===== src/rtl/account_session_ctrl.sv =====
// rtl/account_session_ctrl.sv - per-card ATM session controller with register-held account database
//
// Purpose: stores PIN, balance and lock flag per account and sequences one card session:
//   insert -> account check -> PIN entry (with retry limit and lockout) -> active -> eject.
//   The database is loaded through the init port while idle.
// Ports:
//   clk, rst                 clock (rising edge), asynchronous active-low reset
//   card_in, card_number     card-inserted strobe and card id (used in IDLE only)
//   password_valid, password_input   PIN strobe and PIN value
//   op_done, updated_balance transaction-complete strobe and the new balance to store
//   card_out                 eject request
//   init_we, init_addr, init_password, init_balance   database load port (IDLE only)
//   balance, session_active  current balance (0 outside ACTIVE), session flag
//   auth_ok, wrong_psw, card_locked, invalid_card     one-cycle event pulses
//   tries_left               PIN attempts remaining in the current session
module account_session_ctrl #(
  parameter int CARD_WIDTH     = 3,
  parameter int PASSWORD_WIDTH = 4,
  parameter int BALANCE_WIDTH  = 20,
  parameter int USERS_NUM      = 7,
  parameter int MAX_TRIES      = 3,
  localparam int TRIES_WIDTH   = $clog2(MAX_TRIES + 1)
) (
  input  logic                      clk,
  input  logic                      rst,
  input  logic                      card_in,
  input  logic [CARD_WIDTH-1:0]     card_number,
  input  logic                      password_valid,
  input  logic [PASSWORD_WIDTH-1:0] password_input,
  input  logic                      op_done,
  input  logic [BALANCE_WIDTH-1:0]  updated_balance,
  input  logic                      card_out,
  input  logic                      init_we,
  input  logic [CARD_WIDTH-1:0]     init_addr,
  input  logic [PASSWORD_WIDTH-1:0] init_password,
  input  logic [BALANCE_WIDTH-1:0]  init_balance,
  output logic [BALANCE_WIDTH-1:0]  balance,
  output logic                      session_active,
  output logic                      auth_ok,
  output logic                      wrong_psw,
  output logic                      card_locked,
  output logic                      invalid_card,
  output logic [TRIES_WIDTH-1:0]    tries_left
);

  typedef enum logic [2:0] {IDLE, CHECK, WAIT_PSW, ACTIVE, EJECT} state_t;

  localparam logic [TRIES_WIDTH-1:0] TRIES_MAX = TRIES_WIDTH'(MAX_TRIES);

  // Account database
  logic [PASSWORD_WIDTH-1:0] psw_mem [USERS_NUM];
  logic [BALANCE_WIDTH-1:0]  bal_mem [USERS_NUM];
  logic [USERS_NUM-1:0]      lock_mem;

  state_t                    state_q, state_d;
  logic [CARD_WIDTH-1:0]     cur_card_q, cur_card_d;
  logic [TRIES_WIDTH-1:0]    tries_q, tries_d;

  logic [BALANCE_WIDTH-1:0]  balance_d;
  logic                      session_active_d, auth_ok_d, wrong_psw_d, card_locked_d, invalid_card_d;
  logic [TRIES_WIDTH-1:0]    tries_left_d;

  // Database write controls (single write port shared by init load and transaction updates)
  logic                      psw_we, bal_we, lock_set, lock_clr;
  logic [CARD_WIDTH-1:0]     wr_addr;
  logic [PASSWORD_WIDTH-1:0] wr_psw;
  logic [BALANCE_WIDTH-1:0]  wr_bal;

  // Zero-extended compare so USERS_NUM == 2**CARD_WIDTH still works
  function automatic logic in_range(input logic [CARD_WIDTH-1:0] a);
    return 32'(a) < 32'(USERS_NUM);
  endfunction

  always_comb begin
    state_d          = state_q;
    cur_card_d       = cur_card_q;
    tries_d          = tries_q;
    balance_d        = balance;
    session_active_d = session_active;
    auth_ok_d        = 1'b0;
    wrong_psw_d      = 1'b0;
    card_locked_d    = 1'b0;
    invalid_card_d   = 1'b0;
    tries_left_d     = tries_left;
    psw_we           = 1'b0;
    bal_we           = 1'b0;
    lock_set         = 1'b0;
    lock_clr         = 1'b0;
    wr_addr          = cur_card_q;
    wr_psw           = init_password;
    wr_bal           = updated_balance;

    case (state_q)
      IDLE: begin
        // card_in wins over a simultaneous init_we, which is simply dropped
        if (card_in) begin
          cur_card_d = card_number;
          state_d    = CHECK;
        end else if (init_we && in_range(init_addr)) begin
          wr_addr  = init_addr;
          wr_bal   = init_balance;
          psw_we   = 1'b1;
          bal_we   = 1'b1;
          lock_clr = 1'b1;
        end
      end

      CHECK: begin
        if (!in_range(cur_card_q)) begin
          invalid_card_d = 1'b1;
          state_d        = EJECT;
        end else if (lock_mem[cur_card_q]) begin
          card_locked_d = 1'b1;
          state_d       = EJECT;
        end else if (card_out) begin
          state_d = EJECT;
        end else begin
          tries_d      = '0;
          tries_left_d = TRIES_MAX;
          state_d      = WAIT_PSW;
        end
      end

      WAIT_PSW: begin
        if (card_out) begin
          tries_d      = '0;
          tries_left_d = TRIES_MAX;
          state_d      = EJECT;
        end else if (password_valid) begin
          if (password_input == psw_mem[cur_card_q]) begin
            auth_ok_d        = 1'b1;
            balance_d        = bal_mem[cur_card_q];
            session_active_d = 1'b1;
            tries_left_d     = TRIES_MAX;
            state_d          = ACTIVE;
          end else begin
            wrong_psw_d  = 1'b1;
            tries_d      = tries_q + 1'b1;
            tries_left_d = TRIES_MAX - tries_d;
            // Lockout is reported in the same cycle as the final wrong_psw
            if (tries_d == TRIES_MAX) begin
              lock_set      = 1'b1;
              card_locked_d = 1'b1;
              state_d       = EJECT;
            end
          end
        end
      end

      ACTIVE: begin
        // A final op_done coinciding with card_out is still committed
        if (op_done) begin
          bal_we    = 1'b1;
          balance_d = updated_balance;
        end
        if (card_out) begin
          balance_d        = '0;
          session_active_d = 1'b0;
          state_d          = EJECT;
        end
      end

      EJECT: begin
        balance_d        = '0;
        session_active_d = 1'b0;
        tries_d          = '0;
        tries_left_d     = TRIES_MAX;
        state_d          = IDLE;
      end

      default: state_d = IDLE;
    endcase
  end

  always_ff @(posedge clk or negedge rst) begin
    if (!rst) begin
      state_q        <= IDLE;
      cur_card_q     <= '0;
      tries_q        <= '0;
      balance        <= '0;
      session_active <= 1'b0;
      auth_ok        <= 1'b0;
      wrong_psw      <= 1'b0;
      card_locked    <= 1'b0;
      invalid_card   <= 1'b0;
      tries_left     <= TRIES_MAX;
    end else begin
      state_q        <= state_d;
      cur_card_q     <= cur_card_d;
      tries_q        <= tries_d;
      balance        <= balance_d;
      session_active <= session_active_d;
      auth_ok        <= auth_ok_d;
      wrong_psw      <= wrong_psw_d;
      card_locked    <= card_locked_d;
      invalid_card   <= invalid_card_d;
      tries_left     <= tries_left_d;
    end
  end

  always_ff @(posedge clk or negedge rst) begin
    if (!rst) begin
      for (int i = 0; i < USERS_NUM; i++) begin
        psw_mem[i] <= '0;
        bal_mem[i] <= '0;
      end
      lock_mem <= '0;
    end else begin
      if (psw_we) psw_mem[wr_addr] <= wr_psw;
      if (bal_we) bal_mem[wr_addr] <= wr_bal;
      if (lock_clr)      lock_mem[wr_addr] <= 1'b0;
      else if (lock_set) lock_mem[wr_addr] <= 1'b1;
    end
  end

endmodule

===== config.mk =====
export PLATFORM = sky130hd
export DESIGN_NAME = account_session_ctrl
export DESIGN_NICKNAME = d
export VERILOG_FILES = /design/src/rtl/account_session_ctrl.sv
export SDC_FILE = /design/constraint.sdc
export NUM_CORES = 1
export LEC_CHECK = 0
export ABC_AREA = 1
export BUFFER_PORTS_ARGS = -buffer_cell sky130_fd_sc_hd__buf_2
export CORE_MARGIN = 10
export CORE_UTILIZATION = 40
export CTS_BUF_LIST = sky130_fd_sc_hd__clkbuf_4 sky130_fd_sc_hd__clkbuf_8 sky130_fd_sc_hd__clkbuf_16
export CTS_CLUSTER_SIZE = 25
export DETAILED_ROUTE_END_ITERATION = 16
export PLACE_DENSITY = 0.64
export REMOVE_ABC_BUFFERS = 1
export SYNTH_ARGS = -nofsm -noshare
export SYNTH_HDL_FRONTEND = slang
export SYNTH_SLANG_ARGS = --single-unit

===== constraint.sdc =====
create_clock -name clk -period 2.55 [get_ports clk]
set_input_delay 0.255 -clock clk [delete_from_list [all_inputs] [get_ports clk]]
set_output_delay 0.255 -clock clk [all_outputs]
set_load 0.01 [all_outputs]

==> summary.md <==
| Metric | Value |
|---|---|
| Startpoint types | `flip-flop` |
| Clock root cell | `clkbuf_16` |
| Core box area | `25,300 sq um` |
| Pre-CTS setup slack | `about 0.12 ns` |
| Syn. warnings | `0` |
| Critical path arrival | `approximately 2.7 ns` |
| Layout cells sized above 1 | `0.141` |
| R2r setup slk | `~0.27 ns` |
| Worst setup EP type | `flip-flop` |
| GP Congestion | `0.867` |
| Hold Vio Cnt, Final | `0` |
| Number of enable flip-flop cells after synthesis | `0` |
| Vias in the first global route | `9,009` |
| Final worst-path setup slack | `roughly 0.27 ns` |
| Die span in y | `roughly 180 um` |
| Leak | `about 6.0 nW` |
| Final setup violation count | `0` |
| Mapped Area | `between 10,000 and 15,000 sq um` |
| Bufs on Longest Clock Path | `3` |
| Largest net degree at the start of global routing | `74` |
| FF+latch count, synth | `210` |
| Fill cells | `~2,400` |
| Remaining global-route overflow | `0` |
| Skew-Pair Late Insertion Delay | `between 0.5 and 0.6 ns` |
| Synthesis-to-layout area growth | `18.3%` |
| Synth Area in Adders | `0.00121` |
| Final WL | `just over 30 mm` |
| Unrepaired setup endpoints after global routing | `no` |
| Tcrit/Tclk final | `0.894` |
| Final std cells w/o fill | `about 1,800` |
| Initial DRT Pass Iterations | `5` |
| Post-synthesis cell type count | `34` |
| Compound-Gate Fraction of Synth Area | `0.188` |
| Hold WS | `approximately 0.014 ns` |
| Mux contribution to synthesized area | `0` |
| Largest family of logic cells by synthesized area | `simple AND/OR/NAND/NOR gates` |
| Vias per Instance | `5.20` |
| Global-route wire length before repair | `approximately 49 mm` |
| Fin crit period | `2.28 ns` |
| HP Start | `init_password[2]` |
| Hpwl dp | `20.0 mm` |
| Placed insts | `1,731` |
| Port Buffer Count | `87` |
| FMAX | `between 400 and 500 MHz` |
| Post-synthesis xor/xnor area fraction | `0` |
| Post-CTS Setup Inserts | `0` |
| Outcome | `complete, no violations` |
| TritonCTS clock tree | `built` |
| Reg2Reg Launch Point | `cur_card_q[0]` |
| Clk sinks | `210` |
| Ports | `a little under 90` |
| Sequential-to-total area share from yosys stat | `0.507` |
| Worst hold path class | `in -> reg` |
| Cell row count | `a little under 60` |
| Cells on worst reg2reg path | `15` |
| Drt drc | `0` |
| Vias | `~9,000` |
| Fin Setup TNS | `0 ns` |
| Maximum vdd drop | `around 0.00047 V` |
| Simple-gate share of the synthesized area | `0.204` |
| Initial antenna violation count | `0` |
| Initial DRC count | `785` |
| Total track usage | `0.182` |
| Initial core utilization | `0.409` |
| Clk slew on worst S/H paths | `around 0.06 ns` |
| Hold Path End | `psw_mem[18]` |
| Core Util, Final | `0.484` |
| Slew HR | `0.381` |
| Final net count | `around 1,500` |
| Avg Inst Size Synth | `between 7 and 8 sq um` |
| Worst path required time | `2.95 ns` |
| H-tree depth | `1` |
| Final ANT Viol Nets | `0` |
| Max-slew violations | `0` |
| Hold path cells | `3` |
| Crit Reg-Reg Endpoint | `balance[14]` |
| Worst-case clock skew | `between 0.01 and 0.015 ns` |
| Antenna Cells | `0` |
| Most used flip-flop cell after synthesis | `dfrtp_1` |
| Post-synthesis async set-or-reset flop share | `1.00` |
| WS Path Type | `reg -> reg` |
| Worst Tran Pin Value | `0.927 ns` |
| Worst Path Max Fanout | `73` |
| Die X-Extent | `181 um` |
| Cell count after synthesis | `1,344` |
| Die area | `around 33,000 sq um` |
| Cts bufs inserted | `24` |
| DR WL/cell | `17.2 um` |
| MaxCap Viol Count | `0` |
| Power per cell area | `between 1000 and 1500 nW/um^2` |
| CP Launch Point | `cur_card_q[0]` |
==> metrics by stage <==
step           area (sq um)  power [mW]
3_5_place_dp          11400        11.5
2_1_floorplan         10000        9.11
5_1_grt               12300        16.0
6_report              12300        14.9
3_3_place_gp          11400        11.3
4_1_cts               12200        14.9
==> critical path, cell delays in order, from the launching register on <==
cell,delay (ns)
dfrtp_2,0.39
buf_12,0.31
nand2_1,0.10
nand2_1,0.09
nand2_1,0.05
nand2_1,0.10
nand2_1,0.06
nand2_1,0.05
nand2_1,0.07
nor2_2,0.20
nand3_1,0.13
nand2_1,0.12
nand3_1,0.08
buf_4,0.24
nand2_1,0.11
nand2_1,0.05
==> layout make-up <==
cell class / instances / area [sq um] / area share
Sequential cell: 210 / 5260 / 0.429
Multi-Input combinational cell: 868 / 4120 / 0.336
Timing Repair Buffer: 134 / 953 / 0.0778
Clock buffer: 37 / 766 / 0.0625
Inverter: 190 / 717 / 0.0585
Tap cell: 330 / 413 / 0.0337
Clock inverter: 6 / 35.0 / 0.00286
==> placed cells by master, fill, tap and decap left out, types with 2 or more instances in the layout <==
| cell | n |
|---|---|
| o21ai_2 | 3 |
| inv_1 | 182 |
| inv_2 | 6 |
| nor3_1 | 3 |
| o21ai_1 | 25 |
| dfstp_2 | 2 |
| clkinv_2 | 4 |
| buf_2 | 86 |
| clkinvlp_4 | 3 |
| a21oi_4 | 2 |
| clkbuf_4 | 4 |
| o211ai_1 | 21 |
| buf_12 | 12 |
| buf_4 | 33 |
| nand2_1 | 370 |
| clkbuf_8 | 9 |
| clkbuf_16 | 25 |
| o2111ai_1 | 20 |
| nor3_4 | 2 |
| nand4_1 | 29 |
| a21oi_1 | 47 |
| nor2_2 | 3 |
| nor3_2 | 4 |
| nand3_1 | 44 |
| nor2_1 | 53 |
| o21ai_0 | 229 |
| dfrtp_2 | 2 |
| dfrtp_1 | 206 |
| o21a_1 | 4 |
==> power by group <==
part / total [mW] / internal [mW] / switching [mW]
clock network: 3.41 / 2.06 / 1.35
logic: 6.00 / 2.02 / 3.98
registers: 5.50 / 4.82 / 0.677
total: 14.9 / 8.89 / 6.01
==> how the worst max path moves through the flow <==
stage | endpoint | depth (start not counted)
after floorplan | balance[0] | 13
final | balance[14] | 15
after CTS | session_active | 15
after global placement | session_active | 13
after global routing | bal_mem[129] | 8
after detailed placement | session_active | 13
==> Yosys cell counts, drive strengths merged, types with 2 or more instances <==
library cell,count,share of area
buf,27,0.013
nor3,9,0.0063
o21a,4,0.0029
a21oi,49,0.025
o2111ai,20,0.017
dfrtp,208,0.50
nand4,29,0.018
nand2,370,0.13
inv,189,0.068
clkbuf,49,0.018
nand3,45,0.022
nor2,58,0.024
o21ai,257,0.12
dfstp,2,0.0051
o211ai,21,0.015
==> flip-flops by register name, summed over array words and instances (netlist names), named ones only <==
signal	flops
psw_mem	28
wrong_psw	1
bal_mem	140
invalid_card	1
tries_q	2
tries_left	2
card_locked	1
session_active	1
balance	20
cur_card_q	3
state_q	3
auth_ok	1
==> metal layers <==
| layer | wire [um] | GRT usage | vias up |
|---|---|---|---|
| li1 | - | - | 4513 |
| met1 | 13400 | 0.243 | 4384 |
| met2 | 14800 | 0.308 | 290 |
| met3 | 1770 | 0.0196 | 43 |
| met4 | 562 | 0.0452 | 0 |
| met5 | 0 | 0 | - |
==> repair_timing <==
action                                  CTS  global route
hold endpoints to repair                 55             0
endpoints found under the setup margin    0           130
hold buffers                              1             0
gates resized for setup                   0             7
==> cell families (layout without fill, tap and decap cells) <==
| logic type | count (synthesis) | after routing |
|---|---|---|
| flip-flops | 210 | 210 |
| buffers and inverters | 266 | 367 |
| AO/OA/AOI/OAI | 355 | 355 |
| AND/OR/NAND/NOR | 512 | 512 |
| adder cells (fa/ha/maj) | 1 | 1 |
(Power assumes the default switching activity.)
